### src/rtl/id_ex_operand_stage.sv
// id_ex_operand_stage: ID/EX pipeline register with ALU-control decode, EX forwarding, stall and flush
module id_ex_operand_stage #(
  parameter int DATA_W = 32,
  parameter int REG_AW = 5
) (
  input  logic              clk,
  input  logic              rst_n,
  input  logic              stall,
  input  logic              flush,
  input  logic              id_valid,
  input  logic [DATA_W-1:0] id_rs_data,
  input  logic [DATA_W-1:0] id_rt_data,
  input  logic [REG_AW-1:0] id_rs,
  input  logic [REG_AW-1:0] id_rt,
  input  logic [15:0]       id_imm16,
  input  logic [5:0]        id_funct,
  input  logic [1:0]        id_alu_op,
  input  logic              id_alu_src,
  input  logic              ex_mem_regwrite,
  input  logic [REG_AW-1:0] ex_mem_rd,
  input  logic [DATA_W-1:0] ex_mem_result,
  input  logic              mem_wb_regwrite,
  input  logic [REG_AW-1:0] mem_wb_rd,
  input  logic [DATA_W-1:0] mem_wb_data,
  output logic              ex_valid,
  output logic [DATA_W-1:0] alu_a,
  output logic [DATA_W-1:0] alu_b,
  output logic [2:0]        alu_control,
  output logic [DATA_W-1:0] ex_rt_fwd,
  output logic              illegal_funct
);
  logic              valid_q, valid_d, src_q, src_d, ill_q, ill_d;
  logic [DATA_W-1:0] rs_data_q, rs_data_d, rt_data_q, rt_data_d, imm_q, imm_d;
  logic [REG_AW-1:0] rs_q, rs_d, rt_q, rt_d;
  logic [2:0]        ctrl_q, ctrl_d, funct_ctrl, dec_ctrl;
  logic              funct_bad, dec_ill;
  logic [DATA_W-1:0] fwd_rs, fwd_rt;

  always_comb begin
    funct_ctrl = id_funct == 6'b100000 ? 3'b010 :
                 id_funct == 6'b100010 ? 3'b110 :
                 id_funct == 6'b100100 ? 3'b000 :
                 id_funct == 6'b100101 ? 3'b001 :
                 id_funct == 6'b101010 ? 3'b111 : 3'b011;
    funct_bad  = !(id_funct inside {6'b100000, 6'b100010, 6'b100100, 6'b100101, 6'b101010});
    dec_ctrl   = id_alu_op == 2'b00 ? 3'b010 :
                 id_alu_op == 2'b01 ? 3'b110 :
                 id_alu_op == 2'b11 ? 3'b001 : funct_ctrl;
    dec_ill    = id_valid && id_alu_op == 2'b10 && funct_bad;
    valid_d    = flush ? 1'b0 : stall ? valid_q   : id_valid;
    rs_data_d  = flush ? '0   : stall ? rs_data_q : id_rs_data;
    rt_data_d  = flush ? '0   : stall ? rt_data_q : id_rt_data;
    rs_d       = flush ? '0   : stall ? rs_q      : id_rs;
    rt_d       = flush ? '0   : stall ? rt_q      : id_rt;
    imm_d      = flush ? '0   : stall ? imm_q     : {{(DATA_W-16){id_imm16[15]}}, id_imm16};
    src_d      = flush ? 1'b0 : stall ? src_q     : id_alu_src;
    ctrl_d     = flush ? 3'b0 : stall ? ctrl_q    : dec_ctrl;
    ill_d      = flush ? 1'b0 : stall ? ill_q     : dec_ill;
  end

  always_ff @(posedge clk or negedge rst_n) begin
    if (!rst_n) begin
      valid_q   <= 1'b0;
      rs_data_q <= '0;
      rt_data_q <= '0;
      rs_q      <= '0;
      rt_q      <= '0;
      imm_q     <= '0;
      src_q     <= 1'b0;
      ctrl_q    <= 3'b000;
      ill_q     <= 1'b0;
    end else begin
      valid_q   <= valid_d;
      rs_data_q <= rs_data_d;
      rt_data_q <= rt_data_d;
      rs_q      <= rs_d;
      rt_q      <= rt_d;
      imm_q     <= imm_d;
      src_q     <= src_d;
      ctrl_q    <= ctrl_d;
      ill_q     <= ill_d;
    end
  end

  // EX/MEM outranks MEM/WB; register 0 is hardwired and never forwarded
  always_comb begin
    fwd_rs = (ex_mem_regwrite && ex_mem_rd != '0 && ex_mem_rd == rs_q) ? ex_mem_result :
             (mem_wb_regwrite && mem_wb_rd != '0 && mem_wb_rd == rs_q) ? mem_wb_data : rs_data_q;
    fwd_rt = (ex_mem_regwrite && ex_mem_rd != '0 && ex_mem_rd == rt_q) ? ex_mem_result :
             (mem_wb_regwrite && mem_wb_rd != '0 && mem_wb_rd == rt_q) ? mem_wb_data : rt_data_q;
  end

  assign ex_valid      = valid_q;
  assign alu_a         = fwd_rs;
  assign alu_b         = src_q ? imm_q : fwd_rt;
  assign ex_rt_fwd     = fwd_rt;
  assign alu_control   = ctrl_q;
  assign illegal_funct = ill_q;
endmodule

### config.mk
export PLATFORM = sky130hd
export DESIGN_NAME = id_ex_operand_stage
export DESIGN_NICKNAME = d
export VERILOG_FILES = /design/src/rtl/id_ex_operand_stage.sv
export SDC_FILE = /design/constraint.sdc
export NUM_CORES = 1
export LEC_CHECK = 0
export BUFFER_PORTS_ARGS = -buffer_cell sky130_fd_sc_hd__buf_2
export CORE_AREA = 2 2 117 119
export CTS_CLUSTER_SIZE = 16
export DETAILED_ROUTE_END_ITERATION = 7
export DIE_AREA = 0 0 119 121
export GPL_TIMING_DRIVEN = 0
export PLACE_DENSITY = 0.81
export SYNTH_ARGS = -nofsm -noshare
export SYNTH_HDL_FRONTEND = slang
export SYNTH_SLANG_ARGS = --single-unit
### constraint.sdc
create_clock -name clk -period 3.1 [get_ports clk]
set_input_delay 0.62 -clock clk [delete_from_list [all_inputs] [get_ports clk]]
set_output_delay 0.62 -clock clk [all_outputs]
set_load 0.005 [all_outputs]
==> results.py, run 1 <==
metrics = {
    "drt": {
        "first_pass_iters": 5,
        "viasPerCell": 5.51,
        "wl_per_cell_um": 19.4,
        "drt_wl_total_um": 22600,
        "vias": 6430,
        "top_layer_used": "met4",
        "route.detailed.drc": 0,
        "drt_iter0_drc": 340,
        "antenna_left": 0,
        "wl_met2_um": 11200,
        "wl_met1_um": 9240,
        "dr_wl_met3_um": 1740,
    },
    "synth": {
        "async_reset_ff_share_pct": 100,
        "syn_area_um2": 6190,
        "syn_inst": 695,
        "synth-edff-count": 0,
        "yosysTopAreaCell": "dfrtp_1",
        "yosysSeqAreaShare_pct": 38.8,
        "synth_cell_types": 33,
        "synth_area_leaders": "dfrtp_1 39%, mux2i_1 20%, nor2_1 12%",
        "syn_nets": 875,
        "yosysMostFrequentCell": "nor2_1",
        "synth_compound_area_share_pct": 16.5,
        "ys_warn_count": 0,
        "ys_ff_latch": 96,
        "yosys.area_share.simple_pct": 15.5,
        "muxShareOfSynthArea_pct": 20.2,
        "netlist_top_cells_count": "195 x nor2_1, 125 x mux2i_1, 96 x dfrtp_1",
        "synth_xor_area_share_pct": 2.83,
        "synth_top_family_by_area": "multiplexers",
        "synth_fa_ha_area_share_pct": 0,
        "synth_ff_type": "dfrtp_1",
        "postSynthAreaPerCell_um2": 8.90,
        "synth.top_cell.area_share_pct": 38.8,
    },
    "clocking": {
        "numCtsBuffers": 9,
        "clk_path_buf_depth": 2,
        "cts_max_level": 3,
        "cts_sinks": 96,
        "cts-root-buf": "clkbuf_16",
        "clk_pin_slew_ns": 0.06,
        "clkLatencyLatePin_ns": 0.34,
        "cts_tree": "built",
    },
    "floorplanning": {
        "die_w_um": 119,
        "start_util_pct": 47.3,
        "dieArea_um2": 14400,
        "ios": 281,
        "num_rows": 42,
        "die_y_um": 121,
        "core_um2": 13100,
    },
    "cells_and_area": {
        "register_area_um2": 2400,
        "nets": 1166,
        "area_growth_pct": 35.8,
        "multi_input_area_um2": 3590,
        "layout-drive-gt1-share_pct": 37.2,
        "antenna_cells": 0,
        "utilization_pct": 64.2,
        "fillers": 1148,
        "instances_no_fill": 1167,
        "post-route-cell-area_um2": 8400,
    },
    "global_routing": {
        "grt-ovfl-total": 0,
        "grt_max_degree": 62,
        "antenna_found_initial": 1,
        "grt_pass1_vias": 6498,
        "groute.usage.overall_pct": 31.3,
        "grt_pass1_wl_um": 34500,
    },
    "critical_path": {
        "critPathMaxFanout": 10,
        "worstSetupEndpointType": "output port",
        "crit_family": "simple AND/OR/NAND/NOR gates",
        "r2r-start": "src_q",
        "r2r-end": "src_q",
        "critical_path_required_ns": 2.48,
        "critPathLaunch": "mem_wb_rd[0]",
        "cp.buffers_inverters": 3,
        "crit_end": "alu_b[13]",
        "reg2reg_depth": 3,
        "crit_chain": "buf_2, nor3_1, nand2_1, clkbuf_1, and4_1, a211oi_4, o31ai_1, buf_2",
        "crit_arrival_ns": 2.47,
        "cp.depth": 8,
        "cpMostUsedCell": "buf_2",
        "critPathLaunchType": "input port",
        "critPathSlowestCell": "clkbuf_1",
        "worst-r2r-setup-slack_ns": 1.86,
        "cp_slowest_stage_delay_ns": 0.38,
        "critical_path_class": "input port to output port",
    },
    "timing": {
        "fin_crit_sh_pct": 99.5,
        "finalMaxSlewViolations": 0,
        "worst_clock_skew_ns": 0,
        "min_period_ns": 3.09,
        "hold_viol": 0,
        "grt_setup_unrepaired": "true",
        "setup_violations": 0,
        "tightestPinTransition_ns": 0.802,
        "fmax_mhz": 324,
        "relSlewSlack_pct": 46.5,
        "holdWs_ns": 0.245,
    },
    "placed_design": {
        "dp_hpwl_um": 17300,
        "io_buffers": 278,
        "dp.cells": 1150,
        "placed_area_um2": 7830,
        "routabilityCongestion": 0.890,
    },
    "min_path": {
        "min_path_type": "input port to async pin",
    },
    "power_and_ir_drop": {
        "ir_worst_vdd_uv": 217,
        "power_mw": 3.23,
        "p_per_area_nw_per_um2": 384,
        "leakagePower_nw": 4.37,
    },
    "status": {
        "outcome": "completed",
    },
    "flow_run": {
        "drv_cap": 0,
    },
}
logic make-up (layout without fill, tap and decap cells):
kind of cell    count (synthesis)  in the layout
compound gates                131            131
xor+xnor                       20             20
buf+inv                        86            382
flops                          96             96
mux                           125            125
simple gates                  237            237
worst reg2reg max path: cells and delay by family, from the launching register on:
family	cells	cell delay (ns)
buffers and inverters	1	0.53
flip-flops	1	0.38
multiplexers	1	0.16
AND/OR/NAND/NOR	1	0.11
final cells by class:
class / count / share of cell area, %
clock inverters: 5 / 0.372
plain buffers: 55 / 4.00
multi-input cells: 513 / 42.7
clock buffers: 11 / 3.01
well taps: 176 / 2.62
flip-flops and latches: 96 / 28.6
repair buffers: 283 / 17.5
inverters: 28 / 1.25
per-layer routing:
layer  track usage (%)  vias to the layer above
met1              38.9                     3075
met2              54.5                      326
li1                  -                     2992
met4              10.8                        0
met5                 0                        -
met3              5.87                       37
sequential cells by signal, summed over array words and instances (netlist names):
name,count
src_q,1
illegal_funct,1
rt_data_q,32
rs_data_q,32
imm_q,16
alu_control,3
ex_valid,1
rt_q,5
rs_q,5
cell usage in the layout (no fill, tap or decap), types with 6 or more instances in the layout:
cell type,n
clkbuf_16,10
a31oi_1,25
a21oi_1,35
clkbuf_1,16
o31ai_2,6
buf_1,14
nor2_1,194
dfrtp_1,96
a211oi_4,13
xor2_1,14
buf_2,280
xnor2_1,6
clkbuf_2,8
a211oi_2,18
inv_1,28
and4_1,9
o31ai_1,26
mux2i_1,124
nand2_1,20
how the worst min path moves through the flow:
stage,end,from,slack [ns],cells past startpoint
4_1_cts,rs_data_q[30],rst_n,0.26,1
5_1_grt,rs_data_q[30],rst_n,0.28,1
6_report,alu_control[2],rst_n,0.25,1
3_3_place_gp,alu_control[1],alu_control[1],0.50,2
3_5_place_dp,alu_control[1],alu_control[1],0.51,2
2_1_floorplan,alu_control[0],rst_n,0.32,0
timing repair:
item                       CTS  global route
pin swaps                    3             8
cloned                       0             1
hold buffers                 0             0
resized for setup           30            34
setup endpoints to repair   67            79
buffers inserted             3             0
where the power goes:
part | switching [mW] | leakage (nW) | total, mW | internal (mW)
Combinational | 0.425 | 2.95 | 0.787 | 0.362
Sequential | 0.0486 | 1.27 | 1.37 | 1.32
Clock | 0.488 | 0.141 | 1.07 | 0.586
Total | 0.962 | 4.37 | 3.23 | 2.27
through the flow:
stage                     setup TNS [ns]  worst slack, ns
after detailed placement           -8.61           -0.293
after global routing              -0.126          -0.0601
after global placement             -8.11           -0.268
after CTS                        -0.0663          -0.0255
after floorplan                        0            0.437
final                                  0           0.0145
No activity file was read; power rests on OpenSTA's default activity.
==> run 2: changes to the inputs <==
--- a/config.mk
+++ b/config.mk
@@ -8,8 +8,8 @@
 export BUFFER_PORTS_ARGS = -buffer_cell sky130_fd_sc_hd__buf_2
-export CORE_AREA = 2 2 117 119
+export CORE_AREA = 2 2 113 115
 export CTS_CLUSTER_SIZE = 16
 export DETAILED_ROUTE_END_ITERATION = 7
-export DIE_AREA = 0 0 119 121
+export DIE_AREA = 0 0 115 117
 export GPL_TIMING_DRIVEN = 0
-export PLACE_DENSITY = 0.81
+export PLACE_DENSITY = 0.86
 export SYNTH_ARGS = -nofsm -noshare
==> constraint.sdc (replaced) <==
create_clock -name clk -period 3.7 [get_ports clk]
set_input_delay 0.555 -clock clk [delete_from_list [all_inputs] [get_ports clk]]
set_output_delay 0.555 -clock clk [all_outputs]
set_load 0.005 [all_outputs]
==> run 2 against run 1 <==
Effect of this change:
- critical endpoint is now alu_b[0]
- clock power shrank 17%
- cell area shrank 3.9%
- final cell count decreased by 2.2%
==> results.py, run 2 (synthesis results as in run 1) <==
metrics = {
    "status": {
        "outcome": "completed",
    },
    "cells_and_area": {
        "area_growth_pct": 30.6,
        "nets": 1165,
        "layout-drive-gt1-share_pct": 34.7,
        "reg_top3": "rs_data_q: 32 flops, rt_data_q: 32 flops, imm_q: 16 flops",
        "multi_input_area_um2": 3410,
        "utilization_pct": 65.6,
        "post-route-cell-area_um2": 8080,
        "final_cell_mix": "289 x buf_2, 195 x nor2_1, 125 x mux2i_1",
        "fillers": 1058,
        "register_area_um2": 2400,
        "final_common_cell": "buf_2",
    },
    "critical_path": {
        "crit_arrival_ns": 2.77,
        "crit_end": "alu_b[0]",
        "reg2reg_depth": 3,
        "r2r-start": "src_q",
        "critPathLaunch": "rt_q[1]",
        "critical_path_class": "flip-flop to output port",
        "critical_path_required_ns": 3.14,
        "worst-r2r-setup-slack_ns": 2.50,
        "critPathLaunchType": "flip-flop",
        "critPathMaxFanout": 10,
        "worstSetupEndpointType": "output port",
        "r2r-end": "src_q",
    },
    "clocking": {
        "numCtsBuffers": 9,
        "clkLatencyLatePin_ns": 0.34,
        "cts_hold_buf": 0,
        "cts_sinks": 96,
        "clk_path_buf_depth": 2,
        "clk_pin_slew_ns": 0.07,
        "cts_max_level": 3,
        "cts_tree": "built",
        "cts-root-buf": "clkbuf_16",
        "cts.repair.resized": 0,
        "cts_setup_buffers": 0,
    },
    "timing": {
        "setup_violations": 0,
        "relSlewSlack_pct": 46.9,
        "fin_setup_tns_ns": 0,
        "holdWs_ns": 0.229,
        "fmax_mhz": 301,
        "fin_crit_sh_pct": 89.9,
        "hold_viol": 0,
        "finalMaxSlewViolations": 0,
        "grt_setup_unrepaired": "false",
        "worst_clock_skew_ns": 0,
        "min_period_ns": 3.33,
        "tightestPinTransition_ns": 0.796,
    },
    "floorplanning": {
        "start_util_pct": 50.3,
        "core_um2": 12300,
        "num_rows": 41,
        "ios": 281,
        "dieArea_um2": 13500,
        "die_y_um": 117,
        "die_w_um": 115,
    },
    "placed_design": {
        "placed_area_um2": 7800,
        "routabilityCongestion": 0.879,
        "io_buffers": 278,
        "dp_hpwl_um": 17100,
    },
    "power_and_ir_drop": {
        "ir_worst_vdd_uv": 213,
        "switchingPower_mw": 0.815,
        "clkPwrFrac_pct": 33.4,
        "seq_power_share_pct": 43.0,
        "power_mw": 2.67,
        "internal_power_mw": 1.86,
        "p_sw_share_pct": 30.5,
        "leakagePower_nw": 4.24,
        "combPwrFrac_pct": 23.6,
        "p_per_area_nw_per_um2": 330,
    },
    "global_routing": {
        "antenna_found_initial": 2,
        "grt_max_degree": 50,
        "groute.usage.overall_pct": 32.3,
        "grt-ovfl-total": 0,
        "grt_pass1_vias": 6283,
        "grt_pass1_wl_um": 32700,
    },
    "drt": {
        "vias": 6520,
        "drt_wl_total_um": 22300,
        "antenna_left": 0,
        "wl_per_cell_um": 19.5,
        "viasPerCell": 5.71,
        "route.detailed.drc": 0,
        "drt_iter0_drc": 367,
        "first_pass_iters": 5,
    },
    "min_path": {
        "min_path_type": "input port to async pin",
    },
    "flow_run": {
        "drv_cap": 0,
    },
}
## run 2: metrics by stage
stage,setup slack [ns],std cells
floorplan,1.17,695
global placement,0.485,1123
detailed placement,0.468,1124
CTS,0.435,1140
global route,0.258,1141
finish,0.374,1141
## run 2: per-layer routing
layer / global-route usage, % / vias up / routed length [um]
met3: 4.38 / 49 / 1730
met2: 57.8 / 352 / 11200
met4: 11.9 / 0 / 563
met1: 39.9 / 3114 / 8820
li1: - / 3005 / -
met5: 0 / - / 0
## run 2: worst min path at each step
stage                                 to            from  depth (start not counted)
after floorplan           alu_control[0]           rst_n                          0
after global placement    alu_control[1]  alu_control[1]                          2
after detailed placement        imm_q[0]        imm_q[0]                          2
after CTS                       imm_q[6]           rst_n                          1
after global routing            imm_q[6]           rst_n                          1
final                           imm_q[6]           rst_n                          1
## run 2: power by group through the flow
stage / Clock [mW] / Sequential (mW) / Combinational (mW)
global placement: 0 / 1.16 / 0.607
global route: 0.947 / 1.15 / 0.688
detailed placement: 0 / 1.17 / 0.624
finish: 0.892 / 1.15 / 0.631
floorplan: 0 / 1.15 / 0.316
CTS: 0.896 / 1.15 / 0.628
## run 2: critical path: stages (launching register included)
cell      delay [ns]
dfrtp_1         0.42
xnor2_1         0.16
and4_1          0.22
clkbuf_2        0.18
clkbuf_1        0.55
a31oi_1         0.17
a211oi_1        0.41
o31ai_1         0.15
buf_2           0.16
## run 2: cell type report
class | instances | area share (%)
Multi-Input combinational cell | 513 | 42.2
Sequential cell | 96 | 29.7
Timing Repair Buffer | 279 | 17.6
Buffer | 58 | 3.36
Clock buffer | 9 | 2.79
Tap cell | 150 | 2.32
Inverter | 28 | 1.30
Clock inverter | 7 | 0.681
Antenna cell | 1 | 0.0310
